## config.mk

```make
export PLATFORM = sky130hd
export DESIGN_NAME = kronos_tohost_monitor
export DESIGN_NICKNAME = d
export VERILOG_FILES = /design/src/rtl/kronos_tohost_monitor.sv
export SDC_FILE = /design/constraint.sdc
export NUM_CORES = 1
export LEC_CHECK = 0
export ABC_AREA = 0
export BUFFER_PORTS_ARGS = -buffer_cell sky130_fd_sc_hd__buf_2
export CORE_ASPECT_RATIO = 0.8
export CORE_MARGIN = 2
export CORE_UTILIZATION = 30
export DETAILED_ROUTE_END_ITERATION = 12
export PLACE_DENSITY_LB_ADDON = 0.2
export SLEW_MARGIN = 20
export SYNTH_ARGS = -nofsm -noshare
export SYNTH_HDL_FRONTEND = slang
export SYNTH_SLANG_ARGS = --single-unit
```

## constraint.sdc

```tcl
create_clock -name clk -period 3 [get_ports clk]
set_input_delay 0.3 -clock clk [delete_from_list [all_inputs] [get_ports clk]]
set_output_delay 0.3 -clock clk [all_outputs]
set_load 0.1 [all_outputs]
```

## src/rtl/kronos_tohost_monitor.sv

```systemverilog
// kronos_tohost_monitor: watches the arbitrated data bus of a test core.
// Tracks the run from the first fetch, decodes the tohost mailbox into
// PASS/FAIL, enforces a RUN-cycle budget (TIMEOUT), and folds writes into
// the signature window into a rolling checksum.
module kronos_tohost_monitor #(
  parameter logic [31:0] TOHOST_ADDR    = 32'h0000_1000,
  parameter logic [31:0] SIG_BEGIN      = 32'h0000_1800,
  parameter logic [31:0] SIG_END        = 32'h0000_2000,
  parameter logic [31:0] TIMEOUT_CYCLES = 32'd1_000_000
) (
  input  logic        clk,
  input  logic        rstz,
  input  logic        enable,
  input  logic        mem_req,
  input  logic        mem_wr_en,
  input  logic [31:0] mem_addr,
  input  logic [31:0] mem_wr_data,
  input  logic [3:0]  mem_mask,
  input  logic        instr_ack,
  output logic [2:0]  state,
  output logic        done,
  output logic        done_pulse,
  output logic [30:0] fail_code,
  output logic [31:0] cycle_count,
  output logic [31:0] fetch_count,
  output logic [15:0] sig_wr_count,
  output logic [31:0] sig_checksum,
  output logic        proto_err
);

  typedef enum logic [2:0] {
    ST_IDLE    = 3'd0,
    ST_RUN     = 3'd1,
    ST_PASS    = 3'd2,
    ST_FAIL    = 3'd3,
    ST_TIMEOUT = 3'd4
  } state_e;

  state_e      state_q, state_d;
  logic        done_q, done_d;
  logic        done_pulse_q, done_pulse_d;
  logic [30:0] fail_code_q, fail_code_d;
  logic [31:0] cycle_count_q, cycle_count_d;
  logic [31:0] fetch_count_q, fetch_count_d;
  logic [15:0] sig_wr_count_q, sig_wr_count_d;
  logic [31:0] sig_checksum_q, sig_checksum_d;
  logic        proto_err_q, proto_err_d;

  // Bus decode: only word granularity matters, byte offset is irrelevant.
  logic        wr_cycle;
  logic        tohost_word;
  logic        tohost_hit;
  logic        tohost_partial;
  logic [31:0] word_addr;
  logic        in_sig_window;
  logic        live;
  logic        sig_hit;
  logic        timeout_hit;
  logic [31:0] masked_data;
  logic        addr_lsb_unused;

  assign addr_lsb_unused = ^mem_addr[1:0];
  assign wr_cycle        = enable & mem_req & mem_wr_en;
  assign tohost_word     = (mem_addr[31:2] == TOHOST_ADDR[31:2]);
  assign tohost_hit      = wr_cycle & tohost_word & (mem_mask == 4'hF);
  assign tohost_partial  = wr_cycle & tohost_word & (mem_mask != 4'hF);
  assign word_addr       = {mem_addr[31:2], 2'b00};
  assign in_sig_window   = (word_addr >= SIG_BEGIN) && (word_addr < SIG_END);
  assign live            = (state_q == ST_IDLE) || (state_q == ST_RUN);
  assign sig_hit         = wr_cycle & in_sig_window & live;
  assign timeout_hit     = (cycle_count_q == TIMEOUT_CYCLES - 32'd1);
  assign masked_data     = mem_wr_data & {{8{mem_mask[3]}}, {8{mem_mask[2]}},
                                          {8{mem_mask[1]}}, {8{mem_mask[0]}}};

  // Next-state and next-output computation for the run monitor.
  always_comb begin
    // NOTE: every _d starts as its _q so no branch can leave it unassigned (no latch).
    state_d        = state_q;
    done_d         = done_q;
    done_pulse_d   = done_pulse_q;
    fail_code_d    = fail_code_q;
    cycle_count_d  = cycle_count_q;
    fetch_count_d  = fetch_count_q;
    sig_wr_count_d = sig_wr_count_q;
    sig_checksum_d = sig_checksum_q;
    proto_err_d    = proto_err_q;

    if (enable) begin
      case (state_q)
        ST_IDLE: begin
          if (instr_ack) begin
            state_d       = ST_RUN;
            fetch_count_d = fetch_count_q + 32'd1;
          end
        end
        ST_RUN: begin
          if (cycle_count_q != 32'hFFFF_FFFF) cycle_count_d = cycle_count_q + 32'd1;
          if (instr_ack && (fetch_count_q != 32'hFFFF_FFFF)) fetch_count_d = fetch_count_q + 32'd1;
          // Bit 0 clear is a syscall encoding and is ignored; a tohost hit beats timeout.
          if (tohost_hit && mem_wr_data[0]) begin
            fail_code_d = mem_wr_data[31:1];
            state_d     = (mem_wr_data[31:1] == 31'd0) ? ST_PASS : ST_FAIL;
          end else if (timeout_hit) begin
            state_d = ST_TIMEOUT;
          end
        end
        default: ;
      endcase

      if (sig_hit) begin
        sig_checksum_d = {sig_checksum_q[30:0], sig_checksum_q[31]} ^ masked_data;
        if (sig_wr_count_q != 16'hFFFF) sig_wr_count_d = sig_wr_count_q + 16'd1;
      end

      if (tohost_partial) proto_err_d = 1'b1;

      done_d       = state_d inside {ST_PASS, ST_FAIL, ST_TIMEOUT};
      done_pulse_d = done_d & ~done_q;
    end
  end

  // State and result registers, cleared asynchronously by rstz.
  always_ff @(posedge clk or negedge rstz) begin
    if (!rstz) begin
      state_q        <= ST_IDLE;
      done_q         <= 1'b0;
      done_pulse_q   <= 1'b0;
      fail_code_q    <= '0;
      cycle_count_q  <= '0;
      fetch_count_q  <= '0;
      sig_wr_count_q <= '0;
      sig_checksum_q <= '0;
      proto_err_q    <= 1'b0;
    end else begin
      // NOTE: non-blocking so every register samples the same pre-edge values.
      state_q        <= state_d;
      done_q         <= done_d;
      done_pulse_q   <= done_pulse_d;
      fail_code_q    <= fail_code_d;
      cycle_count_q  <= cycle_count_d;
      fetch_count_q  <= fetch_count_d;
      sig_wr_count_q <= sig_wr_count_d;
      sig_checksum_q <= sig_checksum_d;
      proto_err_q    <= proto_err_d;
    end
  end

  assign state        = state_q;
  assign done         = done_q;
  assign done_pulse   = done_pulse_q;
  assign fail_code    = fail_code_q;
  assign cycle_count  = cycle_count_q;
  assign fetch_count  = fetch_count_q;
  assign sig_wr_count = sig_wr_count_q;
  assign sig_checksum = sig_checksum_q;
  assign proto_err    = proto_err_q;

endmodule

```

==> flow_summary.yaml <==
yosys:
  synth_edf_count: 0
  synth_largest_area_cell: "dfrtp_1"
  yosysWarnings: 0
  yosys.area_share.simple_pct: 20.4
  ys_seq_area_share_pct: 53.1
  yosys-mux-area-fraction_pct: 6.79
  syn_area_sq_um: 7020
  yosysMostFrequentCell: "dfrtp_1"
  syn_inst: 643
  yosys-top-cells-area: "dfrtp_1, xnor2_1, xor2_1, mux2_4, nand2_1"
  synth_top_area_share_pct: 53.1
  synthArstFlopShare_pct: 100
  synth_top_family_by_area: "simple AND/OR/NAND/NOR gates"
  ys.flop_type: "dfrtp_1"
  synthAdderAreaFrac_pct: 0.535
  synth-compound-area-share_pct: 3.51
  synthXorXnorAreaFrac_pct: 13.6
  avgSynthCellArea_sq_um: 10.9
  synthDistinctLibCells: 40
  synth.net_count: 720
  synth-seq-cells: 149
  synth_common_cells: "dfrtp_1, nand2_1, nor2_1, xnor2_1, xor2_1"
drt:
  first_pass_iters: 4
  drtIter0Drc: 314
  routed_wl_um: 19400
  drc_errors: 0
  dr_total_vias: 5582
  wl_per_cell_um: 16.1
  antenna_left: 0
  via_per_inst: 4.65
worst_setup_path:
  startpoint_type: "flop"
  crit_chain: "nor3b_2, nand2_1, nor2_1, nor3b_2, nor4b_2, xor2_1"
  cp_max_fo: 7
  critPathRequiredTime_ps: 3340
  worstSetupPathType: "flop to flop"
  path_common_cell: "nor3b_2"
  slowest_stage: "nor3b_2"
  max_stage_delay_ps: 500
  critPathCaptureType: "flop"
  cp.arrival_ps: 2710
layout:
  seqCellArea_sq_um: 3730
  final_nets: 953
  nFillCells: 2350
  syn_to_final_growth_pct: 30.3
  multi_input_area_sq_um: 3160
  layout-drive-gt1-share_pct: 34.7
  diodes: 0
sta:
  tightestPinTransition_ps: 785
  fin_worst_skew_ps: 11.8
  finalCriticalPeriod_ps: 2370
  rsz0062_at_grt: "false"
  setup_violations: 0
  setup-tns-final_ps: 0
  hold_viol: 0
  whs_ps: 147
  relSlewSlack_pct: 47.7
  finalMaxSlewViolations: 0
  fmax_mhz: 422
  fin_crit_sh_pct: 78.9
clock_network:
  cts_buffers: 17
  cts_buffer_depth: 2
  clk_latency_ps: 420
  path_clk_slew_ps: 60
  clock-sinks: 149
  htree_levels: 4
  cts_root_buf: "clkbuf_16"
  post-cts-setup-buffers: 0
  cts_tree: "built"
  ctsHoldBuffers: 1
  cts_resized: 0
outcome:
  status: "finished clean"
floorplan:
  die_x_um: 175
  row_count: 50
  io_pins: 223
  fp.dieArea_sq_um: 24700
  start_util_pct: 30.3
  fp.dieH_um: 141
  core-area_sq_um: 23200
power:
  ir_drop_mv: 0.287
  power.leakage_nw: 4.86
  p_per_area_nw_per_um2: 483
grt:
  grt.overflow.total: 0
  grt_max_degree: 82
  grt_pass1_vias: 5532
  antenna_found_initial: 0
  grt_first_pass_wirelength_um: 31300
  track_usage_pct: 16.2
placement:
  routabilityCongestion: 0.781
  port_buffers: 220
  place_hpwl_um: 14400
hold_path:
  hold_path.class: "input pin to flop"
flow_run:
  max-cap-violations: 0
logic make-up after synthesis:
logic type,after synthesis
and+or+nand+nor,276
DFF,149
xor gates and xnor gates,109
AOI/OAI and AO/OA,43
muxes,33
buffers and inverters,30
adders and majority gates,3
registers in the layout, summed over array words and instances, names as in the netlist:
name / count
cycle_count: 32
done: 1
done_pulse: 1
fail_code: 31
fetch_count: 32
proto_err: 1
sig_checksum: 32
sig_wr_count: 16
state: 3
routing by layer:
metal	GRT usage [%]	share of wire [%]	up-vias
li1	-	-	2693
met2	23.9	44	170
met4	3.82	1.1	0
met3	4.29	5.6	16
met5	0	0	-
met1	23.8	50	2703
critical path: cells and delay by family, from the launching register on:
family        cells  cell delay [ps]
xor+xnor          1              160
flops             1              420
simple gates      5             1720
power by group:
| part | switching (W) | internal, W | leakage [nW] |
|---|---|---|---|
| registers | 0.00000166 | 0.00201 | 2.03 |
| logic | 0.000121 | 0.0000606 | 2.53 |
| clock network | 0.000873 | 0.00135 | 0.293 |
| total | 0.000996 | 0.00343 | 4.86 |
cell usage in the layout, fill, tap and decap left out, types with 2 or more instances in the layout:
master and n:
a21oi_1 35, and2_1 4, and3_1 13, and4_1 10, buf_12 2, buf_2 219, buf_4 9, bufinv_16 3
clkbuf_16 17, clkbuf_8 2, clkinv_2 2, clkinv_4 2, clkinvlp_4 2, dfrtp_1 149, ha_1 3, inv_1 12
inv_6 2, mux2_2 5, mux2_4 28, nand2_1 69, nand3_1 43, nand4_1 25, nor2_1 65, nor3_1 8
nor3b_2 2, nor4_1 17, nor4_2 3, nor4b_1 3, nor4b_2 2, o31ai_1 2, or3_1 4, xnor2_1 55
xor2_1 54
layout make-up:
class | instances | area share [%]
sequential | 149 | 40.7
timing repair buffer | 232 | 13.4
tap | 312 | 4.27
clock buffer | 20 | 4.99
multi-input combinational | 464 | 34.5
inverter | 12 | 0.492
clock inverter | 11 | 1.64
through the flow:
stage | instances | setup slack (ps) | instance area (sq um) | total power, W | util [%]
2_1_floorplan | 643 | 303 | 7020 | 0.00211 | -
3_5_place_dp | 1168 | 507 | 8530 | 0.00224 | 36.8
6_report | 1200 | 632 | 9150 | 0.00442 | 39.4
3_3_place_gp | 1168 | 520 | 8530 | 0.00224 | 36.8
5_1_grt | 1200 | 471 | 9150 | 0.00460 | 39.4
4_1_cts | 1200 | 607 | 9150 | 0.00450 | 39.4
final timing paths:
path,startpoint,end,slack (ps),cells past startpoint
max in group asynchronous,rstz,cycle_count[15]$_DFFE_PN0P_,1740,3
setup / recovery,state[2]$_DFFE_PN0P_,cycle_count[31]$_DFFE_PN0P_,630,6
hold reg to reg,proto_err$_DFFE_PN0P_,proto_err$_DFFE_PN0P_,470,2
setup reg to reg,state[2]$_DFFE_PN0P_,cycle_count[31]$_DFFE_PN0P_,630,6
hold / removal,mem_wr_data[10],fail_code[9]$_DFFE_PN0P_,150,2
min in group asynchronous,rstz,fail_code[0]$_DFFE_PN0P_,500,2
(Power assumes the default switching activity.)
